`src/rtl/mc_ctrl.sv`:
```
// Multi-cycle MIPS-subset control unit: instruction decode, six-state sequencer,
// write-enable/datapath-select generation and a retired-instruction counter.
module mc_ctrl (
  input  logic        clk,
  input  logic        reset,
  input  logic [5:0]  op,
  input  logic [5:0]  funct,
  input  logic        zero,
  output logic        PCWr,
  output logic        IRWr,
  output logic        RegWr,
  output logic        MemWr,
  output logic [1:0]  EOp,
  output logic [1:0]  ALUOp,
  output logic        ALUSrc,
  output logic        RegDst,
  output logic        MemtoReg,
  output logic [1:0]  NPCOp,
  output logic [2:0]  state,
  output logic [31:0] instr_cnt
);

  typedef enum logic [2:0] {
    S_FETCH  = 3'd0,
    S_DECODE = 3'd1,
    S_EXE    = 3'd2,
    S_MEM_RD = 3'd3,
    S_MEM_WR = 3'd4,
    S_WB     = 3'd5
  } state_e;

  state_e      state_q, state_d;
  logic [31:0] cnt_q, cnt_d;
  logic        pc_wr, ir_wr, reg_wr, mem_wr, retire;
  logic [1:0]  npc_op;

  logic is_addu, is_subu, is_ori, is_lui, is_lw, is_sw, is_beq, is_j, is_alu, legal;

  assign is_addu = (op == 6'b000000) && (funct == 6'b100001);
  assign is_subu = (op == 6'b000000) && (funct == 6'b100011);
  assign is_ori  = (op == 6'b001101);
  assign is_lui  = (op == 6'b001111);
  assign is_lw   = (op == 6'b100011);
  assign is_sw   = (op == 6'b101011);
  assign is_beq  = (op == 6'b000100);
  assign is_j    = (op == 6'b000010);
  assign is_alu  = is_addu | is_subu | is_ori | is_lui;
  assign legal   = is_alu | is_lw | is_sw | is_beq | is_j;

  // Datapath selects depend only on the instruction, never on the state.
  assign EOp      = is_ori ? 2'b01 : is_lui ? 2'b10 : is_beq ? 2'b11 : 2'b00;
  assign ALUSrc   = is_ori | is_lui | is_lw | is_sw;
  assign ALUOp    = (is_subu | is_beq) ? 2'b01 : is_ori ? 2'b10 : 2'b00;
  assign RegDst   = is_addu | is_subu;
  assign MemtoReg = is_lw;

  always_comb begin
    state_d = S_FETCH;
    pc_wr   = 1'b0;
    ir_wr   = 1'b0;
    reg_wr  = 1'b0;
    mem_wr  = 1'b0;
    retire  = 1'b0;
    npc_op  = 2'b00;
    case (state_q)
      S_FETCH: begin
        ir_wr   = 1'b1;
        pc_wr   = 1'b1;
        state_d = S_DECODE;
      end
      S_DECODE: begin
        if (is_j) begin
          pc_wr  = 1'b1;
          npc_op = 2'b10;
          retire = 1'b1;
        end else if (legal) begin
          state_d = S_EXE;
        end
      end
      S_EXE: begin
        if (is_alu)     state_d = S_WB;
        else if (is_lw) state_d = S_MEM_RD;
        else if (is_sw) state_d = S_MEM_WR;
        else if (is_beq) begin
          pc_wr  = zero;
          npc_op = 2'b01;
          retire = 1'b1;
        end
      end
      S_MEM_RD: state_d = S_WB;
      S_MEM_WR: begin
        mem_wr = 1'b1;
        retire = 1'b1;
      end
      S_WB: begin
        reg_wr = 1'b1;
        retire = 1'b1;
      end
      default: state_d = S_FETCH;
    endcase
    cnt_d = cnt_q + 32'(retire);
  end

  // Reset masks every write enable immediately so an aborted instruction leaves no trace.
  assign PCWr      = pc_wr  & ~reset;
  assign IRWr      = ir_wr  & ~reset;
  assign RegWr     = reg_wr & ~reset;
  assign MemWr     = mem_wr & ~reset;
  assign NPCOp     = npc_op;
  assign state     = state_q;
  assign instr_cnt = cnt_q;

  always_ff @(posedge clk) begin
    if (reset) begin
      state_q <= S_FETCH;
      cnt_q   <= 32'd0;
    end else begin
      state_q <= state_d;
      cnt_q   <= cnt_d;
    end
  end

endmodule
```
`config.mk`:
```
export PLATFORM = sky130hd
export DESIGN_NAME = mc_ctrl
export DESIGN_NICKNAME = d
export VERILOG_FILES = /design/src/rtl/mc_ctrl.sv
export SDC_FILE = /design/constraint.sdc
export NUM_CORES = 1
export LEC_CHECK = 0
export CAP_MARGIN = 20
export CORE_ASPECT_RATIO = 0.7
export CORE_UTILIZATION = 42
export DETAILED_ROUTE_END_ITERATION = 6
export HOLD_SLACK_MARGIN = 0.05
export MAX_ROUTING_LAYER = met4
export PLACE_DENSITY = 0.76
export SYNTH_ARGS = -nofsm -noshare
export SYNTH_HDL_FRONTEND = slang
export SYNTH_SLANG_ARGS = --single-unit
```
`constraint.sdc`:
```
create_clock -name clk -period 3.05 [get_ports clk]
set_input_delay 0.4575 -clock clk [delete_from_list [all_inputs] [get_ports clk]]
set_output_delay 0.4575 -clock clk [all_outputs]
set_load 0.01 [all_outputs]
```
Word level (Yosys, flattened, before mapping)
Index checks and enable logic that the tools add are counted.
{"block": "totals", "output_inout_bits": 48, "elab_cells": 68, "input_bits": 15, "reg_bits": 35}
{"block": "op_classes", "eq_ne": 13, "mux": 31, "bitwise": 16, "n_addsub": 1, "reduce_logical": 5}
{"op": "32-bit by 1-bit adder with 32-bit output", "n": 1}
{"op": "6-bit equality test, second input constant", "n": 4}
{"op": "1-bit 2-to-1 mux", "n": 16}
{"op": "2-bit 2-to-1 mux", "n": 8}
{"op": "6-bit by 4-bit equality test with 1-bit output, second input constant", "n": 2}
{"op": "3-bit one-hot mux with 4 select lines", "n": 1}
{"op": "1-bit OR", "n": 11}
{"op": "3-bit 2-to-1 mux", "n": 3}
{"op": "3-bit by 2-bit equality test with 1-bit output, second input constant", "n": 2}
{"op": "3-bit equality test, second input constant", "n": 2}
{"op": "6-bit by 2-bit equality test with 1-bit output, second input constant", "n": 1}
{"op": "6-bit by 3-bit equality test with 1-bit output, second input constant", "n": 1}
{"op": "6-bit logical NOT", "n": 1}
{"op": "1-bit one-hot mux with 3 select lines", "n": 2}
{"op": "1-bit bitwise AND", "n": 4}
{"op": "2-bit one-hot mux with 2 select lines", "n": 1}
{"op": "3-bit by 1-bit equality test with 1-bit output, second input constant", "n": 1}
{"op": "3-bit logical NOT", "n": 1}
{"op": "1-bit logical AND", "n": 2}
{"op": "2-bit OR reduction", "n": 1}
{"op": "1-bit inverter", "n": 1}

Longest topological paths before layout
Gate-level depths: netlist (run 1).
{"block": "depth", "ltp_word": 12, "depth_mapped": 12, "mapped_depth_nobuf": 10}

Least setup slack after synthesis (run 1)
Ideal clock, no wire load.
{"block": "synth_timing", "path_kind": "input to register", "start": "input op[1]", "end": "register cnt_q[18], in the netlist instr_cnt[18]", "n_path_buf": 1, "t_required_ps": 2929, "slack_ps": -100, "setup_ps": 121, "path_stages": 10, "arrival_time_ps": 3030, "cell_sequence": "or4b_4 nor4b_4 o21bai_1 ha_1 ha_1 and4_2 nand2_1 clkbuf_1 nor4_1 mux2_2"}
{"block": "synth_between", "elab_chain_len": 8, "elab_cells_between_ends": 19, "cone_classes": "add/sub (1); eq/ne (6); mux (6); bitwise (3); reduce/logical (3)"}
{"item": "from (decl)", "line_no": "6", "source": "input logic [5:0] op,"}
{"item": "6-bit logical NOT", "line_no": "39, 40"}
{"item": "1-bit logical AND, on equally long branches", "line_no": "39, 40"}
{"item": "1-bit OR (3 in series)", "line_no": "47", "source": "assign is_alu = is_addu | is_subu | is_ori | is_lui;"}
{"item": "1-bit 2-to-1 mux", "line_no": "81", "source": "if (is_alu) state_d = S_WB;"}
{"item": "1-bit one-hot mux with 3 select lines (*)", "line_no": "65", "source": "case (state_q)"}
{"item": "32-bit by 1-bit adder with 32-bit output (*)", "line_no": "101", "source": "cnt_d = cnt_q + 32'(retire);"}
{"item": "to (signal assigned)", "line_no": "119", "source": "cnt_q <= cnt_d;"}
{"item": "to (decl)", "line_no": "33", "source": "logic [31:0] cnt_q, cnt_d;"}
Mark *: on every way between the ends. The rest lies on a longest branch, timed or not.
A chain may end at the register's enable or synchronous reset.

Final worst setup path (run 1)
{"block": "layout_timing", "start": "input op[4]", "end": "register cnt_q[29], in the netlist instr_cnt[29]"}
The elaborated chain is that of the path after synthesis.

==> results of run 1 <==
[layout make-up]
type | count | area (µm²) | area share
Tap cell | 55 | 68.8 | 0.0237
Clock buffer | 7 | 76.3 | 0.0263
Multi-Input combinational cell | 182 | 1240 | 0.429
Clock inverter | 1 | 5.00 | 0.00172
Timing Repair Buffer | 86 | 795 | 0.274
Inverter | 3 | 11.3 | 0.00388
Sequential cell | 35 | 701 | 0.241
[flip-flops by register name, summed over array words and instances (netlist names)]
name	count
state	3
instr_cnt	32
[final timing paths]
path / to / slack (ps) / depth (start not counted)
worst max-delay path: instr_cnt[29] / 110 / 9
worst min-delay path: instr_cnt[31] / 490 / 2
worst max register to register: instr_cnt[29] / 340 / 8
worst min register to register: instr_cnt[31] / 490 / 2
[timing repair]
action,4_1_cts,5_1_grt
setup buffers,1,0
endpoints found under the setup margin,11,11
pin swaps,6,2
hold endpoints to repair,0,0
resized for setup,9,2
[logic make-up after synthesis]
kind of cell / count (synthesis)
AO/OA/AOI/OAI: 50
flip-flops: 35
buffers and inverters: 18
multiplexers: 2
AND/OR/NAND/NOR: 119
XOR/XNOR: 9
adder cells (fa/ha/maj): 2
[per-layer routing]
metal  global-route usage  vias to the layer above
met2                0.371                       58
met1                0.306                      971
met4               0.0394                        0
met3               0.0474                        5
met5                    -                        -
li1                     -                     1048
[worst min-delay path, cell delays in order (launching register included)]
cell and delay, ps:
dfxtp_1 330, o31ai_1 60, a21oi_1 50
[layout by cell type (no fill, tap or decap), types with 5 or more instances in the layout]
| master | count |
|---|---|
| dfxtp_1 | 35 |
| xor2_1 | 7 |
| buf_4 | 24 |
| dlygate4sd2_1 | 5 |
| or4_1 | 12 |
| nor2_1 | 24 |
| a21oi_1 | 22 |
| nand4_1 | 9 |
| nand2_1 | 11 |
| or3_1 | 5 |
| o31ai_1 | 13 |
| nor2b_1 | 6 |
| clkdlybuf4s50_1 | 57 |
| clkbuf_8 | 5 |
| nand3_1 | 11 |
| o21ai_0 | 5 |
[metrics by stage]
stage | cells | total power, mW | hold slack [ps]
floorplan | 235 | 0.505 | 496
global placement | 360 | 0.549 | 465
detailed placement | 360 | 0.549 | 482
CTS | 369 | 0.862 | 489
global route | 369 | 0.890 | 516
finish | 369 | 0.859 | 492
[power by group through the flow]
stage | sequential, mW | clock (mW) | combinational (mW)
after floorplan | 0.471 | 0 | 0.0333
after global placement | 0.471 | 0 | 0.0774
after detailed placement | 0.471 | 0 | 0.0779
after CTS | 0.461 | 0.325 | 0.0757
after global routing | 0.461 | 0.345 | 0.0834
final | 0.461 | 0.322 | 0.0760
==> out/qor.yml, run 1 <==
gp_congestion: 0.845
antenna_found_initial: 0
fin_util: 0.651
p_sw_mw: 0.200
yosysSeqAreaShare: 0.352
worst_slack_ps: 113
viasPerCell: 5.64
outcome: "complete, but fails checks"
pre_cts_slack_ps: -411
root_buffer: "clkbuf_8"
fmax_ghz: 0.341
placement_rows: 20
required_ps: 3280
path_clk_slew_ps: 70
yosysMostFrequentCell: "dfxtp_1"
internal-power_mw: 0.659
yosys_warnings: 0
p_leak_nw: 1.01
start_util: 0.447
finalCritPeriodShare: 0.963
grt_pass1_wl_mm: 8.94
drt_iter0_drc: 169
grt_pass1_vias: 1945
worstSetupEndpointType: "flip-flop"
clkPwrFrac: 0.375
max_stage_delay_ps: 570
cts.path.max_buffers: 2
die_h_um: 59.6
grt_max_degree: 32
cts_tree: "yes"
cts_buffers: 5
critPathLaunchType: "input port"
synth_compound_area_frac: 0.158
synth_flop_cell: "dfxtp_1"
grtUsageTotal: 0.231
cts_hold_buf: 0
clk_latency_ps: 290
yosys.area.top_type: "dfxtp_1"
dieArea_um2: 5020
critPathMostFrequentCell: "or4_4"
ioPinCount: 63
worstSetupStartpoint: "op[4]"
yosys.area_share.simple: 0.375
diodes: 0
violations: "design-rule violations"
fillers: 373
crit_chain: "dlygate4sd2_1 > or4b_4 > nor4b_4 > o21bai_4 > ha_4 > nand2_2 > or4_4 > or4_4 > a21oi_2"
slew_violations: 0
critical_path_class: "in -> reg"
synth_xor_area_frac: 0.0396
tightest_slew_ps: 453
rsz0062_at_grt: "false"
htree_num_levels: 2
synth_top_family_by_area: "simple AND/OR/NAND/NOR gates"
wire_per_inst_um: 14.1
synth_top_cells_by_count: "35 x dfxtp_1, 24 x nor2_1, 23 x a21oi_1, 14 x or4_1, 13 x o31ai_1"
synthAdderAreaFrac: 0.0126
netlist_instances: 235
syn_area_um2: 1990
synth_edf_count: 0
place_area_um2: 2780
syn_to_final_growth_pct: 45.8
critPathTopFamily: "simple AND/OR/NAND/NOR gates"
powerDensity_nw_per_um2: 296
async_flop_share: 0
synth_top_cell_area_share: 0.352
critPathBufInv: 1
period_needed_ps: 2940
synth.distinct_cells: 47
first_pass_iters: 6
finalSetupViolCount: 0
wl_met3_um: 258
hold_start: "instr_cnt[31]"
port_buffers: 62
cp_max_fo: 7
r2r-start: "state[1]"
drive_gt1_frac: 0.153
design_area_um2: 2900
p_comb_frac: 0.089
cp_data_arrival_time_ps: 3160
max_cap_violations: 0
place_hpwl_mm: 3.69
setup_tns_ps: 0
crit_slowest_cell: "or4_4"
ir_worst_vdd_uv: 170
num_vias: 2082
power.share.sequential: 0.537
die_w_um: 84.3
synth.area.top_cells: "dfxtp_1 35%, a21oi_1 5.8%, or4_1 5.3%, o31ai_1 4.9%, nor2_1 4.5%"
syn-num-nets: 252
wl_met2_mm: 2.23
cts_sinks: 35
syn_avg_cell_area_um2: 8.47
slew_headroom: 0.695
gr-total-overflow: 0
dr.max_layer_used: "met4"
hp-class: "reg -> reg"
drtAntennaViolNets: 0
final_nets: 330
core_area_um2: 4450
sw_frac_of_total: 0.233
drt-total-wl_mm: 5.19
finalHoldViolCount: 0
drc_errors: 9
drt-met1-wl_mm: 2.68
ys_ff_latch: 35
clock-skew-final_ps: 7.05
synth_mux_area_frac: 0.0113
No activity file was read; power rests on OpenSTA's default activity.
==> run 2: changes to the inputs <==
Settings changed: SETUP_SLACK_MARGIN from default to 0.1.
==> run 2 against run 1 <==
  * Critical endpoint is now instr_cnt[27]
  * Wire length is 1.9% higher
  * The flow still finishes with violations (design-rule violations)
  * Setup slack better by 130 ps
  * Cell count decreased by 0.27%
  * Die area is the same
  * Sequential cell count stayed put
  * Clock-buffer cell count is 2 lower
==> out/qor.yml, run 2 (synthesis results as in run 1) <==
fin_util: 0.652
drtAntennaViolNets: 0
drc_errors: 8
slew_violations: 0
max_stage_delay_ps: 540
worstSetupEndpointType: "flip-flop"
outcome: "complete, but fails checks"
slew_headroom: 0.650
pre_cts_slack_ps: -447
final_nets: 329
die_h_um: 59.6
finalSetupViolCount: 0
cts_sinks: 35
start_util: 0.447
fmax_ghz: 0.356
clk_latency_ps: 290
path_clk_slew_ps: 80
cts_buffers: 5
antenna_found_initial: 0
finalCritPeriodShare: 0.921
hp-class: "reg -> reg"
crit_slowest_cell: "or4_4"
cts_hold_buf: 0
place_hpwl_mm: 3.81
finalHoldViolCount: 0
clock-skew-final_ps: 10.8
powerDensity_nw_per_um2: 330
final_cell_mix: "57 x clkdlybuf4s50_1, 35 x dfxtp_1, 24 x nor2_1"
p_leak_nw: 1.02
diodes: 0
drive_gt1_frac: 0.163
grt_pass1_vias: 1837
max_cap_violations: 0
first_pass_iters: 6
dieArea_um2: 5020
ioPinCount: 63
cp_max_fo: 7
viasPerCell: 5.65
ir_worst_vdd_uv: 160
cts.path.max_buffers: 2
violations: "design-rule violations"
htree_num_levels: 2
grt_pass1_wl_mm: 8.71
critPathMostFrequentCell: "or4_4"
drt-total-wl_mm: 5.29
rsz0062_at_grt: "false"
root_buffer: "clkbuf_8"
wire_per_inst_um: 14.4
cp_data_arrival_time_ps: 3040
critical_path_class: "in -> reg"
gr-total-overflow: 0
die_w_um: 84.3
syn_to_final_growth_pct: 46.0
grt_max_degree: 36
grtUsageTotal: 0.227
placement_rows: 20
port_buffers: 62
critPathTopFamily: "simple AND/OR/NAND/NOR gates"
critPathBufInv: 1
core_area_um2: 4450
drt_iter0_drc: 109
gp_congestion: 0.839
critPathLaunchType: "input port"
tightest_slew_ps: 525
setup_tns_ps: 0
period_needed_ps: 2810
cts_tree: "yes"
crit_chain: "clkdlybuf4s15_1 > or4b_4 > nor4b_4 > o21bai_1 > ha_2 > nand2_2 > or4_4 > or4_4 > a21oi_2"
required_ps: 3280
worst_slack_ps: 242
num_vias: 2080
fillers: 391
largest_reg_flops: 32
final_common_cell: "clkdlybuf4s50_1"
run 2: per-stage QoR:
step | total power [mW] | hold slack, ps | cells | cell area [µm²]
2_1_floorplan | 0.505 | 496 | 235 | 2030
3_3_place_gp | 0.546 | 466 | 359 | 2780
3_5_place_dp | 0.547 | 479 | 359 | 2780
4_1_cts | 0.966 | 490 | 368 | 2910
5_1_grt | 0.989 | 530 | 368 | 2910
6_report | 0.959 | 495 | 368 | 2910
run 2: area by class of cell:
class | count | area [µm²] | area share
clock buffers | 5 | 68.8 | 0.0237
clock inverters | 3 | 43.8 | 0.0151
inverters | 3 | 11.3 | 0.00388
multi-input cells | 182 | 1230 | 0.424
flip-flops and latches | 35 | 701 | 0.241
well taps | 55 | 68.8 | 0.0237
repair buffers | 85 | 781 | 0.269
run 2: report_power, final:
group	switching (mW)	internal, mW	leakage (nW)
combinational	0.0352	0.0388	0.684
sequential	0.00284	0.458	0.282
clock	0.181	0.243	0.0581
run 2: repair_timing:
item / in CTS / in global routing
setup endpoints to repair: 17 / 2
pin swaps: 6 / 3
resized for setup: 16 / 0
setup buffers: 1 / 0
run 2: path summary, 6_finish.rpt:
kind | startpoint | to | slack (ps) | depth (start not counted)
hold reg to reg | instr_cnt[31] | instr_cnt[31] | 500 | 2
setup reg to reg | state[1] | instr_cnt[27] | 370 | 8
setup / recovery | op[4] | instr_cnt[27] | 240 | 9
hold / removal | instr_cnt[31] | instr_cnt[31] | 500 | 2
run 2: metal layers:
metal,share of wire,global-route usage
met4,0.010,0.0665
met3,0.049,0.0418
met2,0.42,0.328
met5,0,-
met1,0.52,0.323
run 2: worst min-delay path, delay by kind of cell, from the launching register on:
kind,cells,cell delay (ps)
AO/OA/AOI/OAI,2,120
flip-flops,1,330
